### src/rtl/vigna_pkg.sv
// Shared types and constants for the vigna bus arbiter.
package vigna_pkg;

    localparam int DEF_ADDR_WIDTH = 32;
    localparam int DEF_DATA_WIDTH = 32;

    typedef enum logic [1:0] {
        ARB_IDLE = 2'd0,
        ARB_I    = 2'd1,
        ARB_D    = 2'd2
    } arb_state_t;

    localparam logic GNT_I = 1'b0;
    localparam logic GNT_D = 1'b1;

endpackage

### src/rtl/vigna_bus_arbiter.sv
// Merges the vigna instruction and data ports onto one shared memory bus.
// Define VIGNA_ARB_ROUND_ROBIN_EN to alternate on contention instead of data-first priority.
module vigna_bus_arbiter
    import vigna_pkg::*;
#(
    parameter int ADDR_WIDTH = DEF_ADDR_WIDTH,
    parameter int DATA_WIDTH = DEF_DATA_WIDTH
) (
    input  logic                    clk,
    input  logic                    resetn,

    input  logic                    i_valid,
    output logic                    i_ready,
    input  logic [ADDR_WIDTH-1:0]   i_addr,
    output logic [DATA_WIDTH-1:0]   i_rdata,
    input  logic [DATA_WIDTH-1:0]   i_wdata,
    input  logic [DATA_WIDTH/8-1:0] i_wstrb,

    input  logic                    d_valid,
    output logic                    d_ready,
    input  logic [ADDR_WIDTH-1:0]   d_addr,
    output logic [DATA_WIDTH-1:0]   d_rdata,
    input  logic [DATA_WIDTH-1:0]   d_wdata,
    input  logic [DATA_WIDTH/8-1:0] d_wstrb,

    output logic                    m_valid,
    input  logic                    m_ready,
    output logic [ADDR_WIDTH-1:0]   m_addr,
    input  logic [DATA_WIDTH-1:0]   m_rdata,
    output logic [DATA_WIDTH-1:0]   m_wdata,
    output logic [DATA_WIDTH/8-1:0] m_wstrb
);

    arb_state_t state_reg, state_next;
    logic       pick_d;

    // Read data is broadcast; each requester qualifies it with its own ready.
    assign i_rdata = m_rdata;
    assign d_rdata = m_rdata;

`ifdef VIGNA_ARB_ROUND_ROBIN_EN
    logic last_grant_reg, last_grant_next;

    assign pick_d = d_valid && (!i_valid || (last_grant_reg == GNT_I));

    always_comb begin
        last_grant_next = last_grant_reg;
        if (m_ready && (state_reg == ARB_I)) last_grant_next = GNT_I;
        if (m_ready && (state_reg == ARB_D)) last_grant_next = GNT_D;
    end

    always_ff @(posedge clk or negedge resetn) begin
        if (!resetn) last_grant_reg <= GNT_I;
        else         last_grant_reg <= last_grant_next;
    end
`else
    assign pick_d = d_valid;
`endif

    always_ff @(posedge clk or negedge resetn) begin
        if (!resetn) state_reg <= ARB_IDLE;
        else         state_reg <= state_next;
    end

    // Grant is held until m_ready; every transfer returns through ARB_IDLE so
    // the just-served requester's valid is never seen stale on the bus.
    always_comb begin
        state_next = state_reg;
        m_valid    = 1'b0;
        m_addr     = '0;
        m_wdata    = '0;
        m_wstrb    = '0;
        i_ready    = 1'b0;
        d_ready    = 1'b0;
        case (state_reg)
            ARB_IDLE: begin
                if (i_valid || d_valid) state_next = pick_d ? ARB_D : ARB_I;
            end
            ARB_I: begin
                m_valid = i_valid;
                m_addr  = i_addr;
                m_wdata = i_wdata;
                m_wstrb = i_wstrb;
                i_ready = m_ready;
                if (m_ready) state_next = ARB_IDLE;
            end
            ARB_D: begin
                m_valid = d_valid;
                m_addr  = d_addr;
                m_wdata = d_wdata;
                m_wstrb = d_wstrb;
                d_ready = m_ready;
                if (m_ready) state_next = ARB_IDLE;
            end
            default: state_next = ARB_IDLE;
        endcase
    end

endmodule

### config.mk
export PLATFORM = sky130hd
export DESIGN_NAME = vigna_bus_arbiter
export DESIGN_NICKNAME = d
export VERILOG_FILES = /design/src/rtl/vigna_pkg.sv /design/src/rtl/vigna_bus_arbiter.sv
export SDC_FILE = /design/constraint.sdc
export NUM_CORES = 1
export LEC_CHECK = 0
export ABC_AREA = 0
export BUFFER_PORTS_ARGS = -buffer_cell sky130_fd_sc_hd__buf_4
export CAP_MARGIN = 5
export CORE_AREA = 10 10 111 113
export DETAILED_ROUTE_END_ITERATION = 7
export DIE_AREA = 0 0 121 123
export GPL_TIMING_DRIVEN = 0
export PLACE_DENSITY = 0.7
export SYNTH_ARGS = -nofsm -noshare
export SYNTH_HDL_FRONTEND = slang
export SYNTH_SLANG_ARGS = --single-unit
### constraint.sdc
create_clock -name clk -period 1.36 [get_ports clk]
set_input_delay 0.272 -clock clk [delete_from_list [all_inputs] [get_ports clk]]
set_output_delay 0.272 -clock clk [all_outputs]
set_load 0.005 [all_outputs]
# Word-level counts from Yosys, hierarchy flattened
# Cells that the tools add are included.
dict set report classes {
  eq_ne 4
  n_mux 10
  reduce_logical 4
}
# operator n
set ops {}
lappend ops {{case mux 32 bit (2 select lines)} 2}
lappend ops {{case mux 4 bit (2 select lines)} 1}
lappend ops {{2-to-1 mux 2 bit} 3}
lappend ops {{case mux 2 bit (2 select lines)} 1}
lappend ops {{== test 2 x 1 -> 1 bit (second input constant)} 1}
lappend ops {{== test 2 bit (second input constant)} 1}
lappend ops {{zero test 2 bit} 1}
lappend ops {{2-to-1 mux 1 bit} 2}
lappend ops {{!= test 2 x 1 -> 1 bit (second input constant)} 1}
lappend ops {{!= test 2 bit (second input constant)} 1}
lappend ops {{case mux 1 bit (2 select lines)} 1}
lappend ops {{AND reduction 2 bit} 1}
lappend ops {{OR reduction 2 bit} 1}
lappend ops {{logical OR 1 bit} 1}
dict set report totals {
  ff_bits 2
  in_bits 173
  output_inout_bits 135
  elab_cells 19
}

# Longest topological paths before layout
# Gate-level depths: netlist of run 1.
dict set report logic_depth {
  depth_word 4
  depth_mapped 6
  depth_no_buf 5
}

# Least setup slack after synthesis of run 1
# Ideal clock, no wire load.
dict set report synth_path {
  path_type {register to output}
  from {register state_reg[0]}
  to {output port m_addr[10]}
  arrival_time_ns 1.165
  path_slack_ns -0.077
  path_stages_with_launch 6
  n_path_buf 2
  cell_sequence {dfrtp_1 > inv_1 > ha_1 > buf_6 > buf_6 > nor2b_2}
}
dict set report synth_between {
  elab_chain_cells 2
  word_cells_on_any_way 3
  cone_classes {eq/ne: 2; mux: 1}
}
# element line_no
set synth_rtl {}
lappend synth_rtl {{from (decl)} vigna_bus_arbiter.sv:34} ;# arb_state_t state_reg, state_next;
lappend synth_rtl {{from (signal assigned)} vigna_bus_arbiter.sv:62} ;# else state_reg <= state_next;
lappend synth_rtl {{== test 2 bit or == test 2 x 1 -> 1 bit (tied branches)} vigna_bus_arbiter.sv:75} ;# case (state_reg)
lappend synth_rtl {{case mux 32 bit (2 select lines) (*)} vigna_bus_arbiter.sv:75}
lappend synth_rtl {{to (decl)} vigna_bus_arbiter.sv:28} ;# output logic [ADDR_WIDTH-1:0] m_addr,
# Every way passes the cells marked *; elsewhere a longest branch is shown, timed or not.

# Worst setup path after layout of run 1
dict set report layout_path {
  from {register state_reg[1]}
  to {output port m_addr[25]}
}
# Same word-level chain as after synthesis.

==> results of run 1 <==
==> through the flow <==
step / util, % / power (uW) / hold slack [ns] / instances / TNS (ns)
4_1_cts: 47.4 / 6710 / 0.322 / 657 / -33.49
5_1_grt: 48.6 / 7590 / 0.341 / 663 / -36.46
3_3_place_gp: 46.6 / 6290 / 0.0546 / 652 / -14.74
6_report: 48.6 / 7060 / 0.322 / 663 / -30.91
2_1_floorplan: - / 4210 / -0.0236 / 241 / -1.85
3_5_place_dp: 46.6 / 6360 / 0.0560 / 652 / -16.31
==> path summary, 6_finish.rpt <==
check	from	to	slack [ns]	cells past startpoint
min reg2reg	state_reg[0]$_DFFE_PN0P_	state_reg[0]$_DFFE_PN0P_	0.62	2
min in group asynchronous	resetn	state_reg[1]$_DFFE_PN0P_	0.39	2
max in group asynchronous	resetn	state_reg[0]$_DFFE_PN0P_	0.87	2
max reg2reg	state_reg[1]$_DFFE_PN0P_	state_reg[1]$_DFFE_PN0P_	0.03	6
max	state_reg[1]$_DFFE_PN0P_	m_addr[25]	-0.46	6
min	d_valid	state_reg[1]$_DFFE_PN0P_	0.32	2
==> final cells by class <==
| cell class | count | area, um^2 | share of cell area (%) |
|---|---|---|---|
| Tap cell | 136 | 170 | 3.46 |
| Clock buffer | 3 | 41.3 | 0.839 |
| Timing Repair Buffer | 284 | 2180 | 44.3 |
| Buffer | 86 | 852 | 17.3 |
| Multi-Input combinational cell | 150 | 1620 | 32.8 |
| Sequential cell | 2 | 51.3 | 1.04 |
| Inverter | 2 | 10.0 | 0.203 |
==> layer usage <==
layer	wire (um)	track usage (%)	vias up
met3	1340	5.93	4
li1	-	-	1355
met1	4020	13.1	1248
met4	57	2.04	0
met2	6260	26.2	161
met5	0	0	-
==> where the power goes <==
group          internal (uW)  total, uW  switching (uW)  leakage (uW)
registers               87.1        122            34.9     0.0000242
logic                   4070       6700            2630       0.00226
clock network            187        237            49.8     0.0000216
total                   4340       7060            2720       0.00231
==> kinds of logic (layout without fill, tap and decap cells) <==
family / after synthesis / in the layout / synth area share (%)
buf+inv: 89 / 375 / 33.0
simple gates: 74 / 74 / 26.4
compound gates: 73 / 73 / 36.9
fa+ha+maj: 3 / 3 / 1.56
flops: 2 / 2 / 2.08
==> Yosys cell counts (all sizes together) <==
master  instances  area share, %
o22ai           1           0.26
a31o            1           0.36
nand2           1           0.16
and2            2           0.52
nand2b          2           0.62
a21oi           2           0.42
dfrtp           2            2.1
buf            82             30
inv             2           0.31
a22oi          69             36
clkbuf          5            2.9
ha              3            1.6
nor2b          69             25
==> timing repair <==
action	4_1_cts	5_1_grt
hold buffers	1	0
endpoints found under the setup margin	71	71
setup buffers	1	5
pin swaps	1	4
resized for setup	4	21
gates cloned	0	2
endpoints found under the hold margin	2	0
==> results by group, run 1 <==
Status
  – Status: finished with violations
  – Failing checks: negative setup slack

Timing
  – Rel. slew slack: 82.7%
  – Worst Max-Slew Pin Slew: 0.259 ns
  – Final WS setup: -0.463 ns
  – Fmax achieved: 0.548 GHz
  – Setup-failing EPs final: 71
  – Final Max Tran Viols: 0
  – Hold Fails Final Rpt: 0
  – Setup Skew: 0.00336 ns
  – RSZ-0062 raised after global routing: true
  – Final worst-path cycle share: 134%
  – Minimum clock period: 1.82 ns

Detailed routing
  – Initial DRC count: 48
  – Vias per std cell: 4.17
  – Drt first pass iters: 3
  – Wire per inst: 17.6 um
  – DR DRC count: 0
  – Vias: 2768
  – Routed Antenna Nets: 0
  – Final wirelength: 11700 um

GRT
  – Global-route wire length before repair: 16400 um
  – All-Layer GR Usage: 13.5%
  – Vias in the first global route: 2957
  – Grt total ovfl: 0
  – Largest net degree at the start of global routing: 11
  – Initial antenna violation count: 0

Clock network
  – Clk sink count: 2
  – Worst-path clk slew: 0.03 ns
  – Clk buf depth: 2
  – CTS Buf Count: 3
  – CTS tree: done
  – H-tree Lvls: 1
  – CTS root buffer: clkbuf_8
  – Worst-Skew Late Latency: 0.21 ns

Place
  – Post-Place Worst Slack: -0.294 ns
  – DP HPWL: 10300 um
  – Port buffer count: 275
  – Placed instance area: 4720 um^2
  – Routability cong.: 0.846

Yosys
  – Synth Cell Area: 2400 um^2
  – Avg Inst Size Synth: 9.98 um^2
  – Synth Instances: 241
  – FF+latch count, synth: 2
  – Post-synthesis sequential area ratio: 2.08%
  – Yosys cell types: 18
  – Syn Nets: 417
  – Synthesis warning total: 0

Floorplanning
  – Initial cell density of the core: 23.7%
  – Placement row count: 37
  – CORE AREA: 10100 um^2
  – Die Outline Area: 14900 um^2
  – DIE HEIGHT: 123 um
  – Die width: 121 um
  – I/O Pins: 308

Critical path
  – CP max-delay cell: dfrtp_1
  – Crit start category: flop
  – Critical Path AT: 1.55 ns
  – CP peak stage delay: 0.40 ns
  – Critical Path RT: 1.09 ns
  – Cell family with most CP delay: buffers and inverters
  – WP buf/inv: 3
  – CP max FO: 8
  – Worst-path cell chain: buf_6 -> ha_4 -> buf_12 -> a22oi_2 -> nor2b_2 -> buf_4
  – CP Class: flop to output port
  – Endpoint class of the critical path: output port

Flow run
  – Max cap viols: 0

Finish
  – Fillers: 944
  – Final net count: 705
  – Ant diodes: 0
  – P&R area growth vs syn: 105%
  – Max reg flops: 2
  – Most frequent cells in the layout: 338 x buf_4, 69 x a22oi_2, 67 x nor2b_2
  – Share of layout cells above drive strength 1: 98.3%
  – Most common cell after layout, fill and taps aside: buf_4
  – Cell area after layout: 4920 um^2

Worst hold path
  – Min-Delay Path Class: input pin to flop

Power
  – P_leak: 0.00231 uW
  – Max VDD drop: 1010 uV
  – Pwr dens: 1430 nW/um^2
Note: power is estimated with default switching activity, not from simulation.
==> inputs of run 2 (changes only) <==
- PLACE_DENSITY: 0.7 -> 0.68
- clock period: 1.36 -> 2.1 ns (I/O delays scaled with it)
==> results by group, run 2 (same netlist as run 1, synthesis figures left out) <==
Timing
  – Fmax achieved: 0.500 GHz
  – Final worst-path cycle share: 95.2%
  – RSZ-0062 raised after global routing: false
  – Final WS setup: 0.101 ns
  – Hold Fails Final Rpt: 0
  – Worst Max-Slew Pin Slew: 0.168 ns
  – Minimum clock period: 2.00 ns
  – Setup Skew: 0.00261 ns
  – Setup_tns: 0 ns
  – Rel. slew slack: 88.8%
  – Setup-failing EPs final: 0
  – Final Max Tran Viols: 0

GRT
  – Global-route wire length before repair: 16300 um
  – Initial antenna violation count: 0
  – Vias in the first global route: 3023
  – All-Layer GR Usage: 13.4%
  – Grt total ovfl: 0
  – Largest net degree at the start of global routing: 11

Clock network
  – CTS Buf Count: 3
  – CTS tree: done
  – Clk sink count: 2
  – H-tree Lvls: 1
  – CTS root buffer: clkbuf_8
  – Worst-Skew Late Latency: 0.21 ns
  – Clk buf depth: 2
  – Worst-path clk slew: 0.03 ns

Finish
  – Multi-input gate area: 1570 um^2
  – Cell area after layout: 4720 um^2
  – Final net count: 698
  – Ant diodes: 0
  – P&R area growth vs syn: 96.1%
  – Share of layout cells above drive strength 1: 97.1%
  – Most frequent cells in the layout: 339 x buf_4, 69 x a22oi_2, 69 x nor2b_2
  – Reg area: 50.0 um^2
  – Fillers: 970
  – Max reg flops: 2
  – Most common cell after layout, fill and taps aside: buf_4

Critical path
  – Critical Path AT: 1.58 ns
  – CP Class: flop to output port
  – Crit start category: flop
  – Critical Path RT: 1.68 ns
  – Endpoint class of the critical path: output port
  – CP max FO: 10

Place
  – DP HPWL: 10200 um
  – Routability cong.: 0.786
  – Port buffer count: 275
  – Placed instance area: 4640 um^2
  – Post-Place Worst Slack: 0.192 ns

Detailed routing
  – Wire per inst: 17.3 um
  – Drt first pass iters: 4
  – Routed Antenna Nets: 0
  – Vias: 2734
  – Final wirelength: 11400 um
  – DR DRC count: 0
  – Vias per std cell: 4.17
  – Initial DRC count: 70

Status
  – Status: completed

Worst hold path
  – Min-Delay Path Class: input pin to flop

Power
  – Max VDD drop: 699 uV
  – P_leak: 0.00222 uW
  – Pwr dens: 870 nW/um^2
  – Total power: 4110 uW

Floorplanning
  – Placement row count: 37
  – I/O Pins: 308
  – Die width: 121 um
  – CORE AREA: 10100 um^2
  – Initial cell density of the core: 23.7%
  – DIE HEIGHT: 123 um
  – Die Outline Area: 14900 um^2

Flow run
  – Max cap viols: 0
## run 2: changes by cell type in the layout (fill, tap and decap cells not counted), moves of 2 or more
cell,previous run,this run
nor2b_4,2,0
clkbuf_16,6,0
nor2b_2,67,69
ha_1,0,2
inv_1,0,2
buf_6,9,3
ha_4,3,1
clkbuf_8,3,7
## run 2: what timing repair did
item	4_1_cts	5_1_grt
resized for setup	1	5
pin swaps	0	0
setup buffers	0	0
hold endpoints to repair	2	0
hold buffers	1	0
endpoints found under the setup margin	12	25
## run 2: metal layers
| metal | vias up | global-route usage, % | part of all wire [%] | wire length [um] |
|---|---|---|---|---|
| li1 | 1340 | - | - | - |
| met1 | 1217 | 12.6 | 32 | 3620 |
| met2 | 169 | 25.5 | 54 | 6110 |
| met3 | 8 | 6.75 | 13 | 1510 |
| met4 | 0 | 3.02 | 1.2 | 131 |
| met5 | - | 0 | 0 | 0 |
## run 2: final cells by class
type                            count  share of cell area (%)
Multi-Input combinational cell    150                    33.4
Sequential cell                     2                    1.06
Tap cell                          136                    3.61
Clock buffer                        3                   0.875
Inverter                            2                   0.159
Buffer                             87                    16.9
Timing Repair Buffer              276                    44.0
## run 2: final timing paths
check	start	to	slack, ns	depth (start not counted)
setup reg to reg	state_reg[1]$_DFFE_PN0P_	state_reg[1]$_DFFE_PN0P_	0.86	5
min in group asynchronous	resetn	state_reg[0]$_DFFE_PN0P_	0.57	2
hold / removal	d_valid	state_reg[1]$_DFFE_PN0P_	0.47	2
hold reg to reg	state_reg[0]$_DFFE_PN0P_	state_reg[0]$_DFFE_PN0P_	0.56	2
max in group asynchronous	resetn	state_reg[1]$_DFFE_PN0P_	1.45	2
setup / recovery	state_reg[1]$_DFFE_PN0P_	m_wdata[19]	0.10	7
## run 2: critical path, cell delays in order (launching register included)
cell and delay, ns:
dfrtp_1 0.38, inv_1 0.13, ha_1 0.21, buf_12 0.17, buf_12 0.15, a22oi_2 0.08
nor2b_2 0.12, buf_4 0.12
## run 2: per-stage QoR
| step | util [%] | cells | hold WS [ns] |
|---|---|---|---|
| after global placement | 45.8 | 652 | 0.204 |
| final | 46.5 | 656 | 0.473 |
| after detailed placement | 45.8 | 652 | 0.203 |
| after CTS | 46.3 | 656 | 0.475 |
| after floorplan | - | 241 | 0.124 |
| after global routing | 46.5 | 656 | 0.481 |
## run 2: power by group
part / switching (uW) / internal (uW)
sequential: 11.5 / 55.1
combinational: 1600 / 2290
clock: 32.4 / 121
==> inputs of run 3 (changes only) <==
--- a/constraint.sdc
+++ b/constraint.sdc
@@ -3,2 +3,2 @@
 set_output_delay 0.42 -clock clk [all_outputs]
-set_load 0.005 [all_outputs]
+set_load 0.05 [all_outputs]
==> results by group, run 3 (same netlist as run 1, synthesis figures left out) <==
Critical path
  – Worst reg2reg path depth: 5
  – R2R Path End: state_reg[1]$_DFFE_PN0P_
  – Crit start category: flop
  – Worst-path cell chain: inv_2 -> ha_1 -> buf_6 -> clkbuf_16 -> a22oi_2 -> nor2b_2 -> buf_4
  – WP buf/inv: 4
  – CP Class: flop to output port
  – CP peak stage delay: 0.39 ns
  – Worst setup path start: state_reg[0]$_DFFE_PN0P_
  – Reg2Reg Setup Slack: 0.89 ns
  – Crit path to: m_wdata[28]
  – Cell family with most CP delay: buffers and inverters
  – Critical Path AT: 1.61 ns
  – Reg2reg start: state_reg[0]$_DFFE_PN0P_
  – Stages on worst setup path: 7
  – CP max-delay cell: dfrtp_1
  – Endpoint class of the critical path: output port
  – Critical Path RT: 1.68 ns
  – CP max FO: 10

Timing
  – Final Max Tran Viols: 0
  – Final worst-path cycle share: 96.6%
  – Fmax achieved: 0.493 GHz
  – Setup Skew: 0.00261 ns
  – Setup-failing EPs final: 0
  – Worst Max-Slew Pin Slew: 0.168 ns
  – Tightest hold margin: 0.473 ns
  – Hold Fails Final Rpt: 0
  – Minimum clock period: 2.03 ns
  – Rel. slew slack: 88.8%
  – Setup_tns: 0 ns

Power
  – Combinational power share: 96.3%
  – P_leak: 0.00226 uW
  – Pwr dens: 1250 nW/um^2
  – Sw power: 3390 uW
  – Total power: 6100 uW
  – Switching share of power: 55.5%
  – Clock share of power: 2.5%
  – Cell Int Power: 2710 uW
  – Max VDD drop: 887 uV
  – Reg power frac: 1.1%

Finish
  – Reg area: 50.0 um^2
  – Most common cell after layout, fill and taps aside: buf_4
  – Most frequent cells in the layout: 300 x buf_4, 69 x a22oi_2, 69 x nor2b_2
  – Multi-input gate area: 1580 um^2
  – P&R area growth vs syn: 103%
  – Final net count: 698
  – Share of layout cells above drive strength 1: 97.7%
  – Ant diodes: 0
  – Max reg flops: 2
  – Fillers: 957

GRT
  – Initial antenna violation count: 0
  – Largest net degree at the start of global routing: 11
  – All-Layer GR Usage: 13.4%
  – Vias in the first global route: 3030
  – Grt total ovfl: 0
  – Global-route wire length before repair: 16300 um

Floorplanning
  – I/O Pins: 308
  – DIE HEIGHT: 123 um
  – Initial cell density of the core: 23.7%
  – Die width: 121 um
  – CORE AREA: 10100 um^2
  – Die Outline Area: 14900 um^2
  – Placement row count: 37

Clock network
  – Worst-Skew Late Latency: 0.21 ns
  – Clk buf depth: 2
  – CTS tree: done
  – CTS root buffer: clkbuf_8
  – CTS Buf Count: 3
  – Clk sink count: 2
  – Worst-path clk slew: 0.03 ns
  – Setup bufs post-CTS: 0
  – H-tree Lvls: 1

Detailed routing
  – Final wirelength: 11500 um
  – Vias: 2743
  – DR DRC count: 0
  – Vias per std cell: 4.18
  – Wire per inst: 17.6 um
  – Initial DRC count: 75
  – Routed Antenna Nets: 0
  – Drt first pass iters: 4

Worst hold path
  – Min-Delay Path Class: input pin to flop

Status
  – Status: completed

Place
  – Port buffer count: 275
  – DP HPWL: 10200 um
  – Routability cong.: 0.786

Flow run
  – Max cap viols: 0
## run 3: cell type report
type,count,share of cell area (%)
Tap cell,136,3.48
Sequential cell,2,1.02
Inverter,2,0.153
Multi-Input combinational cell,150,32.2
Buffer,87,16.9
Clock buffer,3,0.844
Timing Repair Buffer,276,45.4
## run 3: metal layers
metal	share of wire, %	vias to the layer above	GRT usage (%)
li1	-	1339	-
met1	31	1229	12.7
met2	54	167	25.5
met3	13	8	6.65
met4	1.1	0	3.02
met5	0	-	0
## run 3: power by group through the flow
| stage | logic, uW | registers [uW] | clock network, uW |
|---|---|---|---|
| after detailed placement | 5610 | 67.3 | 0 |
| after global routing | 6170 | 72.6 | 162 |
| final | 5870 | 69.5 | 154 |
| after CTS | 5760 | 67.0 | 156 |
| after global placement | 5570 | 67.0 | 0 |
| after floorplan | 4200 | 64.9 | 0 |
## run 3: per-stage QoR
stage                     util, %  cells  setup WS, ns  cell area [um^2]
final                        48.2    656        0.0718              4890
after global routing         48.2    656      -0.00428              4890
after CTS                    46.9    656      0.000760              4750
after detailed placement     45.8    652         0.104              4640
after global placement       45.8    652         0.142              4640
after floorplan                 -    241         0.206              2400
## run 3: timing repair
item	in CTS	in global routing
hold buffers	1	0
hold endpoints to repair	2	0
endpoints found under the setup margin	60	70
resized for setup	11	41
## run 3: how the worst min path moves through the flow
stage / end / depth (start not counted) / slack (ns) / startpoint
6_report: state_reg[1]$_DFFE_PN0P_ / 2 / 0.47 / d_valid
5_1_grt: state_reg[1]$_DFFE_PN0P_ / 2 / 0.48 / d_valid
4_1_cts: state_reg[1]$_DFFE_PN0P_ / 2 / 0.48 / d_valid
3_5_place_dp: state_reg[1]$_DFFE_PN0P_ / 1 / 0.20 / resetn
3_3_place_gp: state_reg[0]$_DFFE_PN0P_ / 1 / 0.20 / resetn
2_1_floorplan: state_reg[0]$_DFFE_PN0P_ / 0 / 0.12 / resetn
## run 3: worst reg2reg max path: stages, from the launching register on
cell and delay [ns]:
dfrtp_1 0.38, inv_2 0.07, ha_4 0.28, nand2b_2 0.10, o22ai_1 0.08, a31o_1 0.18
